===== src/rtl/ssbiq_pkg.sv =====
// ssbiq_pkg: shared definitions for the PSK H-bridge modulator.
//   state_t          - controller states (OFF, RAMP, RUN, DOWN)
//   *_DEF            - default parameter values used by psk_bridge_modulator
package ssbiq_pkg;

  typedef enum logic [1:0] {
    ST_OFF  = 2'd0,
    ST_RAMP = 2'd1,
    ST_RUN  = 2'd2,
    ST_DOWN = 2'd3
  } state_t;

  localparam int PHASE_W_DEF   = 27;
  localparam int FREQ_W_DEF    = 18;
  localparam int PSK_BITS_DEF  = 2;
  localparam int SYM_LEN_DEF   = 62500;
  localparam int RAMP_STEP_DEF = 64;

endpackage


===== src/rtl/ssbiq_amp_slew.sv =====
// ssbiq_amp_slew: combinational slew limiter.
//   target  - value to move toward
//   step    - maximum change per evaluation
//   current - present value
//   slewed  - current moved toward target by at most step, never past it
// Differences are taken in the direction that cannot underflow, and the
// step is only added/subtracted when it stays strictly short of the target,
// so the result never wraps at W bits.
module ssbiq_amp_slew #(
  parameter int W = 26
) (
  input  logic [W-1:0] target,
  input  logic [W-1:0] step,
  input  logic [W-1:0] current,
  output logic [W-1:0] slewed
);

  always_comb begin
    slewed = current;
    if (current < target) begin
      if ((target - current) > step) slewed = current + step;
      else                            slewed = target;
    end else if (current > target) begin
      if ((current - target) > step) slewed = current - step;
      else                            slewed = target;
    end
  end

endmodule


===== src/rtl/psk_bridge_modulator.sv =====
// psk_bridge_modulator: PWM H-bridge carrier generator with M-PSK symbol
// phase steps and slewed amplitude ramp-up / graceful ramp-down.
//   clk, rst           - clock, asynchronous active-high reset
//   freq               - phase increment per clock (carrier tuning word)
//   amplitude          - target pulse width within each half-cycle
//   psk_en             - enable symbol phase modulation
//   sym_data/valid     - next symbol from the source (held until accepted)
//   sym_ready          - symbol boundary; symbol taken when sym_valid is high
//   stdby              - request ramp-down and shutdown
//   DRV0 / DRV1        - registered bridge drives, positive / negative half
//   busy               - any state other than OFF
//   underrun           - symbol boundary with no symbol available
module psk_bridge_modulator
  import ssbiq_pkg::*;
#(
  parameter int PHASE_W   = PHASE_W_DEF,
  parameter int FREQ_W    = FREQ_W_DEF,
  parameter int PSK_BITS  = PSK_BITS_DEF,
  parameter int SYM_LEN   = SYM_LEN_DEF,
  parameter int RAMP_STEP = RAMP_STEP_DEF
) (
  input  logic                 clk,
  input  logic                 rst,
  input  logic [FREQ_W-1:0]    freq,
  input  logic [PHASE_W-2:0]   amplitude,
  input  logic                 psk_en,
  input  logic [PSK_BITS-1:0]  sym_data,
  input  logic                 sym_valid,
  output logic                 sym_ready,
  input  logic                 stdby,
  output logic                 DRV0,
  output logic                 DRV1,
  output logic                 busy,
  output logic                 underrun
);

  localparam int CNT_W = (SYM_LEN > 1) ? $clog2(SYM_LEN) : 1;
  localparam logic [CNT_W-1:0]   SYM_LAST = CNT_W'(SYM_LEN - 1);
  localparam logic [PHASE_W-2:0] STEP     = (PHASE_W-1)'(RAMP_STEP);

  state_t                state, state_next;
  logic [PHASE_W-1:0]    acc, ph, freq_ext, sym_phase;
  logic [PHASE_W-2:0]    amp_cur, amp_target, amp_slewed, u;
  logic [PSK_BITS-1:0]   sym_reg;
  logic [CNT_W-1:0]      sym_cnt;
  logic                  half, boundary;

  assign freq_ext  = {{(PHASE_W-FREQ_W){1'b0}}, freq};
  assign sym_phase = {sym_reg, {(PHASE_W-PSK_BITS){1'b0}}};
  assign ph        = acc + sym_phase;
  assign half      = ph[PHASE_W-1];
  assign u         = ph[PHASE_W-2:0];

  assign busy      = (state != ST_OFF);
  assign boundary  = psk_en & busy & (sym_cnt == SYM_LAST);
  assign sym_ready = boundary;
  assign underrun  = boundary & ~sym_valid;

  always_comb begin
    state_next = state;
    case (state)
      ST_OFF:  if (!stdby) state_next = ST_RAMP;
      ST_RAMP: begin
        if (stdby)                        state_next = ST_DOWN;
        else if (amp_cur == amplitude)    state_next = ST_RUN;
      end
      ST_RUN:  if (stdby) state_next = ST_DOWN;
      ST_DOWN: begin
        if (!stdby)                       state_next = ST_RAMP;
        else if (amp_cur == '0)           state_next = ST_OFF;
      end
      default: state_next = ST_OFF;
    endcase
  end

  // Target follows the state being entered so the ramp-down starts on the
  // same edge that enters DOWN.
  assign amp_target = (state_next == ST_DOWN) ? '0 : amplitude;

  ssbiq_amp_slew #(.W(PHASE_W-1)) u_slew (
    .target  (amp_target),
    .step    (STEP),
    .current (amp_cur),
    .slewed  (amp_slewed)
  );

  always_ff @(posedge clk or posedge rst) begin
    if (rst) begin
      state   <= ST_OFF;
      acc     <= '0;
      amp_cur <= '0;
      sym_reg <= '0;
      sym_cnt <= '0;
      DRV0    <= 1'b0;
      DRV1    <= 1'b0;
    end else begin
      state <= state_next;

      // Clearing on entry keeps acc/amp_cur at zero for the whole OFF stay.
      if (state_next == ST_OFF) begin
        acc     <= '0;
        amp_cur <= '0;
      end else begin
        acc     <= acc + freq_ext;
        amp_cur <= amp_slewed;
      end

      if (state_next == ST_OFF || !psk_en) begin
        sym_cnt <= '0;
        sym_reg <= '0;
      end else begin
        sym_cnt <= (sym_cnt == SYM_LAST) ? '0 : sym_cnt + 1'b1;
        if (boundary && sym_valid) sym_reg <= sym_data;
      end

      // half selects the leg, so the two drives are mutually exclusive.
      DRV0 <= busy & ~half & (u < amp_cur);
      DRV1 <= busy &  half & (u < amp_cur);
    end
  end

endmodule


===== config.mk =====
export PLATFORM = sky130hd
export DESIGN_NAME = psk_bridge_modulator
export DESIGN_NICKNAME = d
export VERILOG_FILES = /design/src/rtl/ssbiq_pkg.sv /design/src/rtl/ssbiq_amp_slew.sv /design/src/rtl/psk_bridge_modulator.sv
export SDC_FILE = /design/constraint.sdc
export NUM_CORES = 1
export LEC_CHECK = 0
export BUFFER_PORTS_ARGS = -buffer_cell sky130_fd_sc_hd__buf_2
export CAP_MARGIN = 20
export CORE_MARGIN = 10
export CORE_UTILIZATION = 39
export DETAILED_ROUTE_END_ITERATION = 12
export SLEW_MARGIN = 20
export SYNTH_ARGS = -nofsm -noshare
export SYNTH_HDL_FRONTEND = slang
export SYNTH_SLANG_ARGS = --single-unit

===== constraint.sdc =====
create_clock -name clk -period 5.4 [get_ports clk]
set_input_delay 1.08 -clock clk [delete_from_list [all_inputs] [get_ports clk]]
set_output_delay 1.08 -clock clk [all_outputs]
set_load 0.01 [all_outputs]

Yosys cells after proc, flatten, opt, wreduce, memory -nomap -nowiden
Index checks and enable logic that the tools add are counted.
{"block": "word_totals", "regBits": 75, "latch_bits": 0, "romBits": 0, "ramBits": 0, "mem_count": 0}
{"block": "op_classes", "n_div": 0, "bitwise_logic": 9, "eq_ne": 6, "order_cmp": 5, "mux": 18, "n_addsub": 7, "reduce_logical": 9, "n_mul": 0, "n_shift": 0}
{"operator": "two-way mux 26 bit", "count": 6}
{"operator": "greater-than comparator 26 x 7 -> 1 bit, second input constant", "count": 2}
{"operator": "< comparator 26 bit", "count": 2}
{"operator": "subtractor 26 bit", "count": 2}
{"operator": "two-way mux 16 bit", "count": 2}
{"operator": "adder 27 x 18 -> 27 bit", "count": 1}
{"operator": "adder 27 bit", "count": 1}
{"operator": "two-way mux 27 bit", "count": 1}
{"operator": "adder 26 x 7 -> 26 bit, second input constant", "count": 1}
{"operator": "== test 26 bit", "count": 1}
{"operator": "greater-than comparator 26 bit", "count": 1}
{"operator": "zero test 26 bit", "count": 1}
{"operator": "subtractor 26 x 7 -> 26 bit, second input constant", "count": 1}
{"operator": "adder 16 x 1 -> 16 bit, second input constant", "count": 1}
{"operator": "== test 16 bit, second input constant", "count": 1}
{"operator": "two-way mux 2 bit", "count": 8}
{"operator": "case mux 2 bit (4 select lines)", "count": 1}
{"operator": "bitwise AND 1 bit", "count": 7}
{"operator": "== test 2 bit, second input constant", "count": 3}
{"operator": "zero test 2 bit", "count": 2}
{"operator": "nonzero test 2 bit", "count": 2}
{"operator": "nonzero test 3 bit", "count": 1}
{"operator": "== test 2 x 1 -> 1 bit, second input constant", "count": 1}
{"operator": "NOT 1 bit", "count": 2}
{"operator": "3 further kinds", "count": 3}

Logic depth before layout (Yosys ltp)
{"block": "logic_depth", "depth_word": 12, "ltp_mapped": 28, "depth_no_buf": 20}

Modules after synthesis
From an unflattened synthesis, not the netlist that was laid out.
{"block": "unflattened", "cells_unflattened": 1620, "area_unflattened_um2": 12381.9}
{"module": "ssbiq_amp_slew", "instances": 1, "cells_per_inst": 1066, "area_each_um2": 7283.2, "seq_area_each_um2": 0.0}
{"module": "psk_bridge_modulator", "instances": 1, "cells_per_inst": 554, "area_each_um2": 5098.6, "seq_area_each_um2": 1876.8}

Worst setup path before layout
No wires, ideal clock.
{"block": "synth_path", "path_type": "register -> register", "from": "register amp_cur[6]", "to": "register amp_cur[5]", "stages_incl_launch_ff": 26, "setup_slack_ns": -0.360, "setup_time_ns": 0.143, "arrival_ns": 5.617, "cell_sequence": "dfrtp_1 -> clkbuf_1 -> inv_1 -> ha_1 -> nor4b_1 -> nand4_1 -> o31ai_4 -> buf_4 -> clkbuf_1 -> clkbuf_1 -> nand2_1 -> ha_1 -> a21oi_1 -> o31ai_1 -> nor2_1 -> mux2_2 -> or4_1 -> nor4_1 -> and4_1 -> nand3_2 -> or2_1 -> buf_6 -> or3_1 -> clkbuf_1 -> nand3_1 -> o22ai_1"}
{"block": "synth_via", "elab_chain_len": 12}
{"item": "start, declared", "line_no": "psk_bridge_modulator.sv:43", "text": "logic [PHASE_W-2:0] amp_cur, amp_target, amp_slewed, u;"}
{"item": "start signal, assigned", "line_no": "psk_bridge_modulator.sv:105", "text": "amp_cur <= amp_slewed;"}
{"item": "== test 26 bit or zero test 26 bit (tied branches)", "line_no": "psk_bridge_modulator.sv:65, psk_bridge_modulator.sv:70"}
{"item": "two-way mux 2 bit, on equally long branches", "line_no": "psk_bridge_modulator.sv:65, psk_bridge_modulator.sv:70"}
{"item": "two-way mux 2 bit, on equally long branches", "line_no": "psk_bridge_modulator.sv:64, psk_bridge_modulator.sv:69"}
{"item": "case mux 2 bit (4 select lines)", "line_no": "psk_bridge_modulator.sv:61", "text": "case (state)"}
{"item": "== test 2 bit", "line_no": "psk_bridge_modulator.sv:78", "text": "assign amp_target = (state_next == ST_DOWN) ? '0 : amplitude;"}
{"item": "two-way mux 26 bit", "line_no": "psk_bridge_modulator.sv:78"}
{"item": "subtractor 26 bit", "line_no": "ssbiq_amp_slew.sv:24", "text": "if ((current - target) > step) slewed = current - step;"}
{"item": "greater-than comparator 26 x 7 -> 1 bit", "line_no": "ssbiq_amp_slew.sv:24"}
{"item": "two-way mux 26 bit", "line_no": "ssbiq_amp_slew.sv:24"}
{"item": "two-way mux 26 bit", "line_no": "ssbiq_amp_slew.sv:23", "text": "end else if (current > target) begin"}
{"item": "two-way mux 26 bit", "line_no": "ssbiq_amp_slew.sv:20", "text": "if (current < target) begin"}
{"item": "two-way mux 26 bit", "line_no": "psk_bridge_modulator.sv:100", "text": "if (state_next == ST_OFF) begin"}
Parallel ways exist; a longest one is shown, timed or not. The select of a mux whose other input is x is not followed.
A chain may end at the register's enable or synchronous reset.

Worst setup path in the final report
{"block": "layout_path", "from": "register amp_cur[20]", "to": "register amp_cur[8]"}
Same word-level chain as after synthesis.

==> flow_summary.ini <==
[die]
die_w_um = 172
fp.dieH_um = 172
start_util = 0.397
core_um2 = 22700
die_area_um2 = 29600
core.rowCount = 55
pin_count = 56

[clocking]
cts_buffer_depth = 2
htreeDepth = 3
ctsRootBufferMaster = clkbuf_16
clk_pin_slew_ps = 70
clk_latency_ps = 350
cts_sinks = 75
cts_buffers = 9
cts_tree = done

[final_layout]
largest-register = acc
multiInputGateArea_um2 = 7280
top_regs = acc (27), amp_cur (26), sym_cnt (16)
final_nets = 1472
fin_area_um2 = 11700
largest_reg_flops = 27
num-fill-cells = 2185
insertedDiodeCount = 0
drive_gt1_frac = 0.274
ff_latch_area_um2 = 1880
syn_to_final_growth_pct = 30.0

[critical_path]
startpoint_type = flip-flop
critical_path_class = reg -> reg
path_common_cell = buf_12
worstPathRequired_ps = 5660
critPathTopFamily = simple AND/OR/NAND/NOR gates
critPathSlowestCell = or4_4
worst_ep_arrival_time_ps = 5600
crit_chain = or4_4 > nand4b_4 > o31ai_4 > buf_12 > buf_12 > buf_8 > nand2_4 > inv_2 > ha_4 > buf_6 > a21o_1 > a21oi_2 > o221a_2 > nand4_1 > a2111oi_4 > o2111ai_2 > nor4_2 > nand4_1 > and4b_4 > buf_12 > mux2_2 > o221ai_1
cpPeakStageDelay_ps = 550
end_kind = flip-flop
path_buf_inv = 6
cp_max_fo = 11

[grt]
grt_max_degree = 41
antenna_found_initial = 0
grt_pass1_vias = 9046
grt_pass1_wl_um = 49400
grt_overflow_total = 0
grt.total_usage = 0.211

[sta]
post-route-min-period_ps = 5340
slew_headroom = 0.328
fmax_mhz = 187
slew_violations = 0
finalClockSkew_ps = 14.6
rsz0062_at_grt = true
hold_violations = 0
finalSetupViolations = 0
finalCritPeriodShare = 0.988
worst_pin_slew_ps = 1010
finalWorstSetupSlack_ps = 63.2
fin_tns_setup_ps = 0

[routing]
routedWlPerCell_um = 19.7
drtIter0Drc = 652
firstDrtPassIters = 5
vias = 9373
antenna_left = 0
vias_per_cell = 5.80
drc = 0
totalWireLength_um = 31800

[power_and_ir_drop]
max-vdd-ir-drop_mv = 0.297
p_leak_nw = 5.09
cellPowerDensity_nw_per_um2 = 595

[place]
placed_cell_area_um2 = 10400
dp_slack_ps = -108
dp_hpwl_um = 24800
portBuffers = 55
globalplace.congestion = 0.973

[logic_synthesis]
synth_edf_count = 0
synth_fp_nets = 1310
synth_seq_cells = 75
synth_cells = 1165
ys.flop_type = dfrtp_1
yosysWarningCount = 0
synth-async-reset-ratio = 1.00
synth.top_cell.area_share = 0.208
synth_most_common_cell = nor2_1
synth_area_leaders = dfrtp_1 21%, ha_1 13%, xnor2_1 5.4%
synthDistinctLibCells = 83
synth_top_area_cell = dfrtp_1
seq_area_frac_synth = 0.208
synth.top_cells.by_count = 109 x nor2_1, 105 x nand2_1, 92 x ha_1
avgSynthCellArea_um2 = 7.73
synth_area_um2 = 9010

[run]
max-cap-violations = 0

[outcome]
status = completed

[hold_path]
min_path_type = reg -> reg
## placed cells by master, fill, tap and decap left out, drive strengths merged, types with 15 or more instances in the layout
| cell type | synthesis | final |
|---|---|---|
| or3 | 15 | 15 |
| nor2 | 109 | 109 |
| nand4 | 28 | 28 |
| o21ai | 50 | 50 |
| dfrtp | 75 | 75 |
| a21o | 23 | 23 |
| o22ai | 15 | 15 |
| inv | 73 | 76 |
| a21oi | 70 | 70 |
| xor2 | 42 | 42 |
| and2 | 19 | 19 |
| nand2 | 106 | 106 |
| nor3 | 38 | 38 |
| mux2i | 19 | 19 |
| nand3 | 41 | 41 |
| xnor2 | 56 | 56 |
| nor2b | 20 | 20 |
| ha | 92 | 92 |
| nor4 | 16 | 16 |
| buf | 21 | 207 |
## logic make-up (layout without fill, tap and decap cells)
group	Yosys count	in the layout	share of synthesized area
buffers and inverters	132	298	0.0612
AND/OR/NAND/NOR	454	455	0.255
multiplexers	27	27	0.0311
XOR/XNOR	98	98	0.0953
adder cells (fa/ha/maj)	94	94	0.132
AO/OA/AOI/OAI	285	285	0.217
flip-flops	75	75	0.208
## routing by layer
metal	wire length, um	part of all wire	track usage	vias up
met4	1060	0.033	0.0727	0
met3	1790	0.056	0.0189	51
met5	0	0	0	-
met2	14900	0.47	0.344	297
li1	-	-	-	4553
met1	14100	0.44	0.285	4472
## through the flow
stage / total power [mW] / hold WS (ps) / util / cells
floorplan: 3.99 / 455 / - / 1165
global placement: 5.62 / 477 / 0.458 / 1572
detailed placement: 5.65 / 477 / 0.458 / 1572
CTS: 6.49 / 492 / 0.485 / 1599
global route: 7.50 / 523 / 0.516 / 1617
finish: 6.97 / 491 / 0.516 / 1617
## layout make-up
class	instances	area share
tap	285	0.0304
sequential	75	0.160
timing repair buffer	208	0.138
clock buffer	9	0.0192
multi-input combinational	959	0.622
inverter	74	0.0238
clock inverter	7	0.00705
## what timing repair did
item,CTS,global route
buffers inserted,8,17
hold buffers,0,0
pin swaps,14,35
endpoints found under the setup margin,21,26
gates cloned,3,2
gates resized for setup,33,113
endpoints found under the hold margin,0,0
## power by group
| part | switching [mW] | internal (mW) | total, mW | leakage [nW] |
|---|---|---|---|---|
| logic | 3.03 | 2.44 | 5.47 | 3.96 |
| clock network | 0.269 | 0.367 | 0.636 | 0.150 |
| registers | 0.137 | 0.735 | 0.873 | 0.983 |
## worst paths after layout
check | start | endpoint | slack [ps] | cells past startpoint
max in group asynchronous | rst | amp_cur[18]$_DFFE_PP0P_ | 3610 | 3
min in group asynchronous | rst | amp_cur[0]$_DFFE_PP0P_ | 800 | 2
worst max register to register | amp_cur[20]$_DFFE_PP0P_ | amp_cur[8]$_DFFE_PP0P_ | 60 | 22
worst min-delay path | sym_cnt[0]$_DFF_PP0_ | sym_cnt[0]$_DFF_PP0_ | 490 | 1
worst max-delay path | amp_cur[20]$_DFFE_PP0P_ | amp_cur[8]$_DFFE_PP0P_ | 60 | 22
worst min register to register | sym_cnt[0]$_DFF_PP0_ | sym_cnt[0]$_DFF_PP0_ | 490 | 1
Note: power is estimated with default switching activity, not from simulation.
